**config.mk**
```make
export PLATFORM = sky130hd
export DESIGN_NAME = mdu_iter
export DESIGN_NICKNAME = d
export VERILOG_FILES = /design/src/rtl/mdu_iter.sv
export SDC_FILE = /design/constraint.sdc
export NUM_CORES = 1
export LEC_CHECK = 0
export ABC_AREA = 1
export BUFFER_PORTS_ARGS = -buffer_cell sky130_fd_sc_hd__clkbuf_2
export CAP_MARGIN = 20
export CORE_UTILIZATION = 45
export DETAILED_ROUTE_END_ITERATION = 8
export HOLD_SLACK_MARGIN = 0.12
export SLEW_MARGIN = 10
export SYNTH_ARGS = -nofsm -noshare
export SYNTH_HDL_FRONTEND = slang
export SYNTH_SLANG_ARGS = --single-unit
export TNS_END_PERCENT = 10
```
**constraint.sdc**
```tcl
create_clock -name clk -period 2.5 [get_ports clk]
set_clock_uncertainty 0.05 [all_clocks]
set_input_delay 0.5 -clock clk [delete_from_list [all_inputs] [get_ports clk]]
set_output_delay 0.5 -clock clk [all_outputs]
set_load 0.05 [all_outputs]
```
**src/rtl/mdu_iter.sv**
```systemverilog
// rtl/mdu_iter.sv - iterative RV32M multiply/divide unit with start/busy/done handshake
module mdu_iter #(
    parameter int CPU_WIDTH = 32
) (
    input  logic                 clk,
    input  logic                 rst_n,
    input  logic                 mdu_start,
    input  logic                 mdu_flush,
    input  logic [2:0]           mdu_op,
    input  logic [CPU_WIDTH-1:0] alu_src1,
    input  logic [CPU_WIDTH-1:0] alu_src2,
    output logic                 mdu_busy,
    output logic                 mdu_done,
    output logic [CPU_WIDTH-1:0] mdu_result
);

    localparam int W  = CPU_WIDTH;
    localparam int CW = $clog2(W);
    localparam logic [CW-1:0] LAST_ITER = CW'(W - 1);

    typedef enum logic [1:0] {
        S_IDLE = 2'd0,
        S_CALC = 2'd1,
        S_DONE = 2'd2
    } state_t;

    state_t           r_state;
    state_t           w_next;

    logic [2:0]       r_op;
    logic             r_n1;
    logic             r_n2;
    logic             r_div0;
    logic             r_ovf;
    logic [W-1:0]     r_b;
    logic [2*W-1:0]   r_acc;
    logic [CW-1:0]    r_cnt;
    logic [W-1:0]     r_result;

    logic             w_accept;
    logic             w_is_div;
    logic             w_s1_signed;
    logic             w_s2_signed;
    logic             w_n1;
    logic             w_n2;
    logic [W-1:0]     w_mag1;
    logic [W-1:0]     w_mag2;
    logic             w_div0;
    logic             w_ovf;

    logic [W:0]       w_mul_sum;
    logic [2*W-1:0]   w_mul_next;
    logic [W:0]       w_div_trial;
    logic [2*W-1:0]   w_div_next;

    logic [2*W-1:0]   w_prod;
    logic [W-1:0]     w_mul_res;
    logic [W-1:0]     w_quo;
    logic [W-1:0]     w_rem;
    logic [W-1:0]     w_final;

    // Operand decode: signedness per funct3, magnitudes and special-case flags captured on accept
    assign w_accept    = (r_state == S_IDLE) && mdu_start && !mdu_flush;
    assign w_is_div    = mdu_op[2];
    assign w_s1_signed = w_is_div ? !mdu_op[0] : (mdu_op[1:0] != 2'b11);
    assign w_s2_signed = w_is_div ? !mdu_op[0] : !mdu_op[1];
    assign w_n1        = w_s1_signed && alu_src1[W-1];
    assign w_n2        = w_s2_signed && alu_src2[W-1];
    assign w_mag1      = w_n1 ? -alu_src1 : alu_src1;
    assign w_mag2      = w_n2 ? -alu_src2 : alu_src2;
    assign w_div0      = (alu_src2 == '0);
    assign w_ovf       = w_s1_signed && (alu_src1 == {1'b1, {(W-1){1'b0}}}) && (&alu_src2);

    // Shift-add step: add multiplicand into the high half when multiplier lsb is set, then shift right
    assign w_mul_sum   = {1'b0, r_acc[2*W-1:W]} + (r_acc[0] ? {1'b0, r_b} : {(W+1){1'b0}});
    assign w_mul_next  = {w_mul_sum, r_acc[W-1:1]};

    // Restoring step: high half is the partial remainder, low half shifts dividend out and quotient in
    assign w_div_trial = r_acc[2*W-1:W-1] - {1'b0, r_b};
    assign w_div_next  = w_div_trial[W] ? {r_acc[2*W-2:0], 1'b0}
                                        : {w_div_trial[W-1:0], r_acc[W-2:0], 1'b1};

    // Sign fix-up of the magnitude results
    assign w_prod    = (r_n1 ^ r_n2) ? -r_acc : r_acc;
    assign w_mul_res = (r_op[1:0] == 2'b00) ? w_prod[W-1:0] : w_prod[2*W-1:W];
    assign w_quo     = (r_n1 ^ r_n2) ? -r_acc[W-1:0] : r_acc[W-1:0];
    assign w_rem     = r_n1 ? -r_acc[2*W-1:W] : r_acc[2*W-1:W];

    // Final result selection including divide-by-zero and signed overflow
    always_comb begin
        w_final = w_mul_res;
        if (r_op[2]) begin
            if (r_div0) begin
                w_final = r_op[1] ? w_rem : {W{1'b1}};
            end else if (r_ovf) begin
                w_final = r_op[1] ? {W{1'b0}} : {1'b1, {(W-1){1'b0}}};
            end else begin
                w_final = r_op[1] ? w_rem : w_quo;
            end
        end
    end

    // State register
    always_ff @(posedge clk) begin
        if (!rst_n) begin
            r_state <= S_IDLE;
        end else begin
            r_state <= w_next;
        end
    end

    // Next-state logic; flush returns to IDLE from any busy state
    always_comb begin
        w_next = r_state;
        case (r_state)
            S_IDLE: if (w_accept) w_next = S_CALC;
            S_CALC: begin
                if (mdu_flush) begin
                    w_next = S_IDLE;
                end else if (r_cnt == LAST_ITER) begin
                    w_next = S_DONE;
                end
            end
            S_DONE:  w_next = S_IDLE;
            default: w_next = S_IDLE;
        endcase
    end

    assign mdu_busy   = (r_state != S_IDLE);
    assign mdu_done   = (r_state == S_DONE) && !mdu_flush;
    assign mdu_result = mdu_done ? w_final : r_result;

    // Datapath: latch on accept, iterate in CALC, capture the result in an unflushed DONE
    always_ff @(posedge clk) begin
        if (!rst_n) begin
            r_op     <= '0;
            r_n1     <= 1'b0;
            r_n2     <= 1'b0;
            r_div0   <= 1'b0;
            r_ovf    <= 1'b0;
            r_b      <= '0;
            r_acc    <= '0;
            r_cnt    <= '0;
            r_result <= '0;
        end else begin
            if (w_accept) begin
                r_op   <= mdu_op;
                r_n1   <= w_n1;
                r_n2   <= w_n2;
                r_div0 <= w_div0;
                r_ovf  <= w_ovf;
                r_b    <= w_is_div ? w_mag2 : w_mag1;
                r_acc  <= {{W{1'b0}}, (w_is_div ? w_mag1 : w_mag2)};
                r_cnt  <= '0;
            end else if ((r_state == S_CALC) && !mdu_flush) begin
                r_acc  <= r_op[2] ? w_div_next : w_mul_next;
                r_cnt  <= r_cnt + 1'b1;
            end
            if (mdu_done) begin
                r_result <= w_final;
            end
        end
    end

endmodule

```
==> run summary <==
status -> finished with violations
failing checks -> setup timing
r2r worst-path depth -> 18
Crit Path Category -> flop to output port
Power Density -> 441 nW/um^2
Synth top cells by count -> nand2_1 (1005), inv_1 (513), nor2_1 (357), nand3_1 (349), a21oi_1 (169)
top cell type's share of synthesized area -> 21.3%
largest family of logic cells by synthesized area -> simple AND/OR/NAND/NOR gates
total grt overflow -> 0
# setup viols final -> 64
Worst Hold Depth -> 3
ys flop type -> dfxtp_1
Max FO, Critical Path -> 5
mux share of post-synthesis cell area -> 0%
total wire length -> 89400 um
Hold Crit Class -> input pin to flop
Syn Inst Count -> 3290
Initial DRC Count -> 3205
filler instances -> 3877
#FFs+latches synth -> 142
Mapped Area -> 17700 um^2
Layout Cells excl Fill -> 4402
Nets -> 4016
Post-DP HPWL -> 71900 um
Synth Area in Compound Gates -> 15.3%
vias per cell -> 5.66
fin crit period -> 3.25 ns
CP peak stage delay -> 0.38 ns
hold_buf cts -> 0
area leader, netlist -> nand2_1
total CTS buffers -> 17
Pre-antenna DRT Iters -> 6
worst slack at placement -> -0.375 ns
GRT Util Overall -> 43.5%
CP required -> 1.95 ns
critical-path cell list -> nor2_4 -> nand2_1 -> nor2_1 -> nand2_1 -> nor2_4 -> nand3_2 -> nand2_2 -> nand2_1 -> nand2_1 -> nand3_1 -> nand2_1 -> nand2_2 -> nand2_2 -> inv_2 -> buf_12
synth top area cells -> nand2_1 (21%), dfxtp_1 (16%), inv_1 (11%), nand3_1 (9.9%), nor2_1 (7.6%)
leakage dissipation -> 13.4 nW
final hold viol count -> 0
Max Slew Vio Count -> 0
number of port buffers -> 104
peak supply drop -> 0.000581 V
Seq/Total Area, Yosys -> 16.1%
largest net degree at the start of global routing -> 62
Tcrit/Tclk final -> 130%
DRC -> 0
vias -> 24900
CTS Root Cell -> clkbuf_16
FP Rows -> 72
crit path DAT -> 2.70 ns
count leader, synth -> nand2_1
placed cells -> 4361
antenna cells -> 0
Post-synth ARST share -> 0%
Max Root-Sink Buffers -> 2
DIE AREA -> 40100 um^2
unrepaired setup endpoints after global routing -> true
Slowest cell on crit path -> dfxtp_2
antenna-violating nets left -> 0
GPL Wtd Cong -> 1.13
count of different cell masters after synthesis -> 50
adder-cell share of the synthesized area -> 5.25%
initial antenna violation count -> 1
share of layout cells above drive strength 1 -> 25.8%
first-pass GRT wire length -> 134000 um
chip height -> 200 um
core area -> 38700 um^2
CTS tree -> done
Worst-Skew Late Latency -> 0.46 ns
Clock Sinks -> 142
post-synth net total -> 3434
Layout area overhead -> 39.1%
setup TNS -> -24.45 ns
post-layout util -> 63.5%
Relative slew margins -> 45.4%
simple-gate share of the synthesized area -> 45.5%
CP endpoint kind -> output port
CTS clock-pin slew for the worst setup and hold paths -> 0.07 ns
worst setup margin -> -0.750 ns
Top-Level Pins -> 105
CP most frequent cell -> nand2_1
Worst Max-Slew Pin Slew -> 0.810 ns
Critical Path Start Type -> flop
H-tree level count -> 4
routed length per placed instance -> 20.3 um
Die W -> 200 um
Syn Area/Cell -> 5.38 um^2
Initial Util -> 45.7%
vias in the first global route -> 23600
max_cap viols -> 0
Post-Synth XOR/XNOR Area -> 3.71%
EDFF count, synth -> 0
fmax -> 308 MHz
synth warn -> 0
-- stage by stage --
step                power, mW  cell area [um^2]  hold WS, ns
global route             11.3             24600        0.301
global placement         7.67             23100        0.399
CTS                      10.5             24200        0.272
finish                   10.9             24600        0.276
detailed placement       7.75             23100        0.413
floorplan                5.27             17700        0.389
-- critical path: cells and delay by family (launching register included) --
family / cells / cell delay [ns]
simple gates: 13 / 1.67
flops: 1 / 0.38
buf+inv: 2 / 0.19
-- per-layer routing --
metal	up-vias	track usage [%]	routed length [um]
li1	11700	-	-
met2	1626	66.3	37600
met1	11300	54.7	34600
met3	333	10.7	10800
met5	-	0	0
met4	0	27.5	6370
-- final cells by class --
class                      count  area (um^2)  area share, %
clock inverter                11          111          0.452
tap                          518          648           2.63
multi-input combinational   2508        13100           53.2
sequential                   142         2880           11.7
timing repair buffer         672         5440           22.1
clock buffer                  20          437           1.77
inverter                     531         2000           8.13
-- registers in the layout, summed over array words and instances (netlist names) --
name	cells
r_n2	1
r_ovf	1
r_n1	1
r_b	32
r_cnt	5
r_acc	64
r_op	3
r_state	2
r_div0	1
r_result	32
-- logic make-up (layout without fill, tap and decap cells) --
logic type | count (synthesis) | in the layout
fa+ha+maj | 73 | 73
simple gates | 1892 | 1893
buf+inv | 641 | 1234
flops | 142 | 142
compound gates | 467 | 467
xor+xnor | 75 | 75
-- path summary, 6_finish.rpt --
| kind | to | from | slack, ns |
|---|---|---|---|
| hold reg to reg | r_cnt[3] | r_cnt[3] | 0.43 |
| setup reg to reg | r_acc[51] | r_acc[0] | -0.30 |
| hold / removal | r_b[0] | alu_src1[0] | 0.28 |
| setup / recovery | mdu_result[29] | r_acc[16] | -0.75 |
-- where the power goes --
group          switching [mW]  internal [mW]  leakage [nW]  total, mW
clock network            1.20           1.38         0.255       2.58
registers               0.133           2.36          1.17       2.50
logic                    3.54           2.24          12.0       5.79
total                    4.87           5.99          13.4       10.9
-- cell usage in the layout, fill, tap and decap left out, types with 11 or more instances in the layout --
cell type and count:
o22ai_1 11, nor2_1 305, inv_1 487, buf_4 544
a31oi_1 15, o21ai_1 18, xnor2_1 14, o211ai_1 29
xor2_1 60, ha_1 62, a21oi_1 163, a221oi_1 33
nand2_4 13, o21ai_0 145, nor2_2 54, buf_12 41
nand3_1 321, clkbuf_16 17, or2_2 28, nand4_1 44
nor2_4 15, nor3_1 30, nand2_1 958, inv_2 37
clkbuf_2 72, dfxtp_1 118, nand3_2 26, dfxtp_2 20
nand2_2 55
-- repair_timing --
action,CTS,global route
buffers inserted,2,7
setup endpoints to repair,65,65
pin swaps,26,37
gates cloned,0,1
gates resized for setup,150,120
Power figures use the tool's default switching activity.
